==> config.mk <==
export PLATFORM = sky130hd
export DESIGN_NAME = multicycle_controller
export DESIGN_NICKNAME = d
export VERILOG_FILES = /design/src/rtl/multicycle_controller.sv
export SDC_FILE = /design/constraint.sdc
export NUM_CORES = 1
export LEC_CHECK = 0
export ABC_CLOCK_PERIOD_IN_PS = 1500
export BUFFER_PORTS_ARGS = -buffer_cell sky130_fd_sc_hd__buf_4
export CORE_UTILIZATION = 45
export CTS_CLUSTER_SIZE = 40
export DETAILED_ROUTE_END_ITERATION = 6
export PLACE_DENSITY = 0.74
export SYNTH_ARGS = -nofsm -noshare
export SYNTH_HDL_FRONTEND = slang
export SYNTH_SLANG_ARGS = --single-unit
==> constraint.sdc <==
create_clock -name clk -period 1.5 [get_ports clk]
set_input_delay 0.225 -clock clk [delete_from_list [all_inputs] [get_ports clk]]
set_output_delay 0.225 -clock clk [all_outputs]
set_load 0.01 [all_outputs]
==> src/rtl/multicycle_controller.sv <==
// Multi-cycle CPU control FSM: FETCH/DECODE/EXEC/MEM/WB with memory wait states,
// a memory timeout trap, HALT, conditional branches and a retired-instruction counter.
module multicycle_controller #(
  parameter int MEM_TIMEOUT = 16,
  parameter int TO_W        = 8,
  parameter int CNT_W       = 16
) (
  input  logic             clk,
  input  logic             rst,
  input  logic [1:0]       lasttwoBits,
  input  logic [2:0]       lastthreeBits,
  input  logic [2:0]       threeBitFn,
  input  logic [1:0]       twoBitFn,
  input  logic             zero_flag,
  input  logic             carry_flag,
  input  logic             mem_ready,
  output logic [1:0]       selectToWrite,
  output logic             selectR2,
  output logic [1:0]       selectAluArg,
  output logic [2:0]       ALUfunction,
  output logic [1:0]       sh_roFunction,
  output logic             pc_src,
  output logic             enablePC,
  output logic             enableZero,
  output logic             enableCarry,
  output logic             ir_load,
  output logic             reg_write,
  output logic             memRead,
  output logic             memWrite,
  output logic             STM,
  output logic             LDM,
  output logic [2:0]       state,
  output logic             halted,
  output logic             error,
  output logic [CNT_W-1:0] retired
);

  typedef enum logic [2:0] {
    S_FETCH  = 3'd0,
    S_DECODE = 3'd1,
    S_EXEC   = 3'd2,
    S_MEM    = 3'd3,
    S_WB     = 3'd4,
    S_HALT   = 3'd5,
    S_ERROR  = 3'd6
  } state_e;

  state_e            state_q, state_d;
  logic [TO_W-1:0]   wait_q, wait_d;
  logic [CNT_W-1:0]  retired_q, retired_d;

  logic is_misc, is_ldm, is_stm, is_halt, is_branch, taken, timeout;

  assign is_misc   = (lasttwoBits == 2'b11);
  assign is_ldm    = is_misc && (lastthreeBits == 3'b000);
  assign is_stm    = is_misc && (lastthreeBits == 3'b001);
  assign is_halt   = is_misc && (lastthreeBits == 3'b111);
  assign is_branch = is_misc && lastthreeBits[2] && !is_halt;
  assign taken     = is_misc && ((lastthreeBits == 3'b100) ||
                                 ((lastthreeBits == 3'b101) && zero_flag) ||
                                 ((lastthreeBits == 3'b110) && carry_flag));
  // A ready in the last allowed wait cycle still wins over the trap.
  assign timeout   = (MEM_TIMEOUT != 0) && !mem_ready &&
                     (wait_q == TO_W'(MEM_TIMEOUT - 1));

  always_comb begin
    state_d   = state_q;
    wait_d    = '0;
    retired_d = retired_q;
    case (state_q)
      S_FETCH: begin
        if (mem_ready)    state_d = S_DECODE;
        else if (timeout) state_d = S_ERROR;
        else              wait_d  = wait_q + TO_W'(1);
      end
      S_DECODE: state_d = S_EXEC;
      S_EXEC: begin
        if (!is_misc)               state_d = S_WB;
        else if (is_ldm || is_stm)  state_d = S_MEM;
        else begin
          state_d   = is_halt ? S_HALT : S_FETCH;
          retired_d = retired_q + CNT_W'(1);
        end
      end
      S_MEM: begin
        if (mem_ready) begin
          if (is_ldm) state_d = S_WB;
          else begin
            state_d   = S_FETCH;
            retired_d = retired_q + CNT_W'(1);
          end
        end else if (timeout) state_d = S_ERROR;
        else                  wait_d  = wait_q + TO_W'(1);
      end
      S_WB: begin
        state_d   = S_FETCH;
        retired_d = retired_q + CNT_W'(1);
      end
      default: state_d = state_q;
    endcase
  end

  always_ff @(posedge clk or negedge rst) begin
    if (!rst) begin
      state_q   <= S_FETCH;
      wait_q    <= '0;
      retired_q <= '0;
    end else begin
      state_q   <= state_d;
      wait_q    <= wait_d;
      retired_q <= retired_d;
    end
  end

  // Strobes are masked while reset is held so an aborted access cannot leak out.
  always_comb begin
    selectToWrite = 2'b00;
    selectR2      = 1'b0;
    selectAluArg  = 2'b00;
    ALUfunction   = 3'b000;
    sh_roFunction = 2'b00;
    pc_src        = 1'b0;
    enablePC      = 1'b0;
    enableZero    = 1'b0;
    enableCarry   = 1'b0;
    ir_load       = 1'b0;
    reg_write     = 1'b0;
    memRead       = 1'b0;
    memWrite      = 1'b0;
    STM           = 1'b0;
    LDM           = 1'b0;
    halted        = 1'b0;
    error         = 1'b0;
    if (rst) begin
      case (state_q)
        S_FETCH: begin
          memRead  = 1'b1;
          ir_load  = mem_ready;
          enablePC = mem_ready;
        end
        S_EXEC: begin
          if (!is_misc) begin
            if (lasttwoBits == 2'b10) sh_roFunction = twoBitFn;
            else begin
              ALUfunction  = threeBitFn;
              selectAluArg = lasttwoBits;
            end
          end else if (is_ldm || is_stm) begin
            selectAluArg = 2'b01;
          end else if (is_branch) begin
            selectAluArg = 2'b10;
            enablePC     = taken;
            pc_src       = taken;
          end
        end
        S_MEM: begin
          if (is_ldm) begin
            memRead = 1'b1;
            LDM     = 1'b1;
          end else begin
            memWrite = 1'b1;
            STM      = 1'b1;
            selectR2 = 1'b1;
          end
        end
        S_WB: begin
          reg_write = 1'b1;
          if (is_ldm) selectToWrite = 2'b10;
          else begin
            selectToWrite = (lasttwoBits == 2'b10) ? 2'b01 : 2'b00;
            enableZero    = 1'b1;
            enableCarry   = 1'b1;
          end
        end
        S_HALT:  halted = 1'b1;
        S_ERROR: error  = 1'b1;
        default: ;
      endcase
    end
  end

  assign state   = state_q;
  assign retired = retired_q;

endmodule

==> results.sh <==
export IMPL_drt_iter0_drc=106
export IMPL_grt_max_degree=25
export IMPL_core_rowCount=21
export IMPL_setup_slack_ns=-0.307
export IMPL_yosysTopAreaCell="dfrtp_1"
export IMPL_seqPwrFrac=0.307
export IMPL_cts_tree="done"
export IMPL_ys_warn_count=0
export IMPL_dp_cells=294
export IMPL_start_util=0.482
export IMPL_synth_top_area_share=0.410
export IMPL_hold_depth=4
export IMPL_area_growth_pct=57.9
export IMPL_final_cells=314
export IMPL_timing_worst_setup_path_type="flip-flop to flip-flop"
export IMPL_p_sw_uw=1260
export IMPL_hp_class="input port to flip-flop"
export IMPL_portBuffers=55
export IMPL_slew_violations=0
export IMPL_clock_fmax_mhz=554
export IMPL_synth_top_family_by_area="simple AND/OR/NAND/NOR gates"
export IMPL_synth_edf_count=0
export IMPL_synth_compound_area_frac=0.0949
export IMPL_max_slew_margin_rel=0.756
export IMPL_worst_ir_drop_vdd_v=0.000783
export IMPL_timing_rr_start="state[0]$_DFFE_PN0P_"
export IMPL_layout_nets=286
export IMPL_clock_latency_ns=0.32
export IMPL_path_depth=7
export IMPL_power_frac_comb=0.604
export IMPL_dieArea_um2=3910
export IMPL_skew_ns=0.0171
export IMPL_period_share=1.20
export IMPL_slowest_stage="dfrtp_2"
export IMPL_synthArstFlopShare=1.00
export IMPL_grt_pass1_vias=1628
export IMPL_status="finished with violations"
export IMPL_utilization=0.762
export IMPL_worst_path_largest_cell_delay_ns=0.46
export IMPL_crit_buf_inv=3
export IMPL_netlist_area_um2=1650
export IMPL_setup_viol=47
export IMPL_cts_buffers=3
export IMPL_finalHoldViolations=0
export IMPL_cap_violations=0
export IMPL_violations="setup timing"
export IMPL_track_usage=0.238
export IMPL_cp_end_kind="flip-flop"
export IMPL_synth_area_leaders="dfrtp_1 41%, xnor2_1 10%, nor2_1 5.0%, nand3_1 4.3%, nand4_1 3.0%"
export IMPL_crit_fanout=5
export IMPL_cts_root_buf="clkbuf_4"
export IMPL_ys_flop_type="dfrtp_1"
export IMPL_wl_per_cell_um=14.2
export IMPL_hpwl_um=3250
export IMPL_p_leak_uw=0.00124
export IMPL_syn_inst=175
export IMPL_crit_start="state[0]$_DFFE_PN0P_"
export IMPL_drt_wl_total_um=4450
export IMPL_syn_mean_instance_area_um2=9.42
export IMPL_core_region_area_um2=3420
export IMPL_powerDensity_nw_per_um2=1300
export IMPL_p_int_uw=2120
export IMPL_fillers=223
export IMPL_die_x_um=62.5
export IMPL_grt_pass1_wl_um=7530
export IMPL_synth_adder_area_share=0.0152
export IMPL_ys_seq_elements=27
export IMPL_vias=1674
export IMPL_ys_seq_area_frac=0.410
export IMPL_synth_xor_area_frac=0.112
export IMPL_required_ns=1.74
export IMPL_stdcell_area_um2=2600
export IMPL_ios=56
export IMPL_htree_levels=1
export IMPL_cp_data_arrival_time_ns=2.05
export IMPL_cp_cell_sequence="buf_4 -> or3b_4 -> o211ai_4 -> buf_6 -> buf_12 -> nand4_1 -> xnor2_1"
export IMPL_drtAntennaViolNets=0
export IMPL_preCtsSetupSlack_ns=-0.0672
export IMPL_swShare=0.373
export IMPL_startpoint_type="flip-flop"
export IMPL_synth_nets=192
export IMPL_power_frac_clock=0.089
export IMPL_routabilityCongestion=0.933
export IMPL_cts_sinks=27
export IMPL_antenna_found_initial=0
export IMPL_drive_gt1_frac=0.519
export IMPL_min_from="mem_ready"
export IMPL_clockBufferDepth=2
export IMPL_via_per_inst=5.33
export IMPL_synthMuxAreaShare=0.00911
export IMPL_min_period_ns=1.81
export IMPL_worstMarginPinSlew_ns=0.365
export IMPL_gr_total_overflow=0
export IMPL_clkSlewWorstSetupHoldPaths_ns=0.14
export IMPL_path_delay_family="simple AND/OR/NAND/NOR gates"
export IMPL_drc_errors=0
export IMPL_drt_pre_antenna_iters=4
export IMPL_yosysUniqueCellTypes=46
export IMPL_placed_cell_area_um2=2330
export IMPL_diodes=0
export IMPL_r2r_cells=7
export IMPL_rsz0062_at_grt="yes"
export IMPL_die_h_um=62.5
export IMPL_synth_simple_area_share=0.311
metal layers:
metal,vias up,GRT usage,part of all wire
li1,808,-,-
met1,809,0.302,0.41
met2,50,0.418,0.53
met3,7,0.0420,0.048
met4,0,0.0523,0.015
met5,-,0,0
timing repair:
action                                 CTS  global route
pin swaps                               13            13
endpoints found under the hold margin   27             0
setup endpoints to repair               38            49
hold buffers                             2             0
gates resized for setup                 17            11
cloned                                   1             0
setup buffers                            8             5
placed cells by master (no fill, tap or decap), types with 6 or more instances in the layout:
master   netlist  final
dfrtp_1       27     24
nor2_2         0      7
buf_4          3     87
nor2_1        22     14
buf_6          1      6
and3_1         7      7
nand4_1        8      8
nand2_1       12     11
xnor2_1       19     16
nand3_2        0      8
cell families (layout without fill, tap and decap cells):
kind of cell,after synthesis,in the layout
flip-flops,27,27
AO/OA/AOI/OAI,21,21
multiplexers,1,1
XOR/XNOR,21,21
buffers and inverters,13,106
adder cells (fa/ha/maj),2,2
AND/OR/NAND/NOR,90,90
Yosys cell counts (2+ instances only):
master and number:
and2_1 5, inv_1 5, ha_1 2, nand4_1 8, and3_1 7, xor2_1 2, or2_2 3, nor2_1 22
clkbuf_1 2, buf_4 3, a31oi_2 2, nand4b_1 3, xnor2_1 19, a21oi_1 2, nand2_1 12, nand3_1 14
nor3_1 2, o21ai_0 7, a22oi_1 2, dfrtp_1 27
area by class of cell:
class	instances	area (um^2)	share of cell area
well taps	46	57.6	0.0221
repair buffers	97	788	0.303
multi-input cells	135	1030	0.396
flip-flops and latches	27	679	0.261
inverters	5	18.8	0.00722
clock buffers	4	26.3	0.0101
state kept, by name, indices dropped and copies added (netlist names):
signal   flops
state        3
retired     16
wait_q       8
stage by stage:
| step | power [uW] | hold WS, ns | setup TNS, ns |
|---|---|---|---|
| 6_report | 3380 | 0.376 | -6.95 |
| 5_1_grt | 3600 | 0.364 | -10.87 |
| 4_1_cts | 3270 | 0.360 | -6.32 |
| 3_5_place_dp | 2630 | 0.150 | -0.593 |
| 3_3_place_gp | 2580 | 0.145 | 0 |
| 2_1_floorplan | 1920 | -0.0706 | -0.401 |
power by group through the flow:
stage	clock (uW)	sequential, uW	combinational [uW]
after detailed placement	0	1060	1570
after global placement	0	1040	1540
after CTS	317	1040	1920
final	300	1040	2040
after floorplan	0	1070	844
after global routing	345	1060	2190
worst paths after layout:
path / endpoint / slack (ns)
min reg2reg: retired[11]$_DFFE_PN0P_ / 0.51
max: retired[15]$_DFFE_PN0P_ / -0.31
max in group asynchronous: wait_q[5]$_DFF_PN0_ / 0.81
min: state[0]$_DFFE_PN0P_ / 0.38
min in group asynchronous: state[1]$_DFFE_PN0P_ / 0.39
max reg2reg: retired[15]$_DFFE_PN0P_ / -0.31
worst min-delay path: stages:
cell	delay, ns
buf_4	0.08
buf_4	0.13
o31a_1	0.13
o21ai_1	0.07
Note: power is estimated with default switching activity, not from simulation.
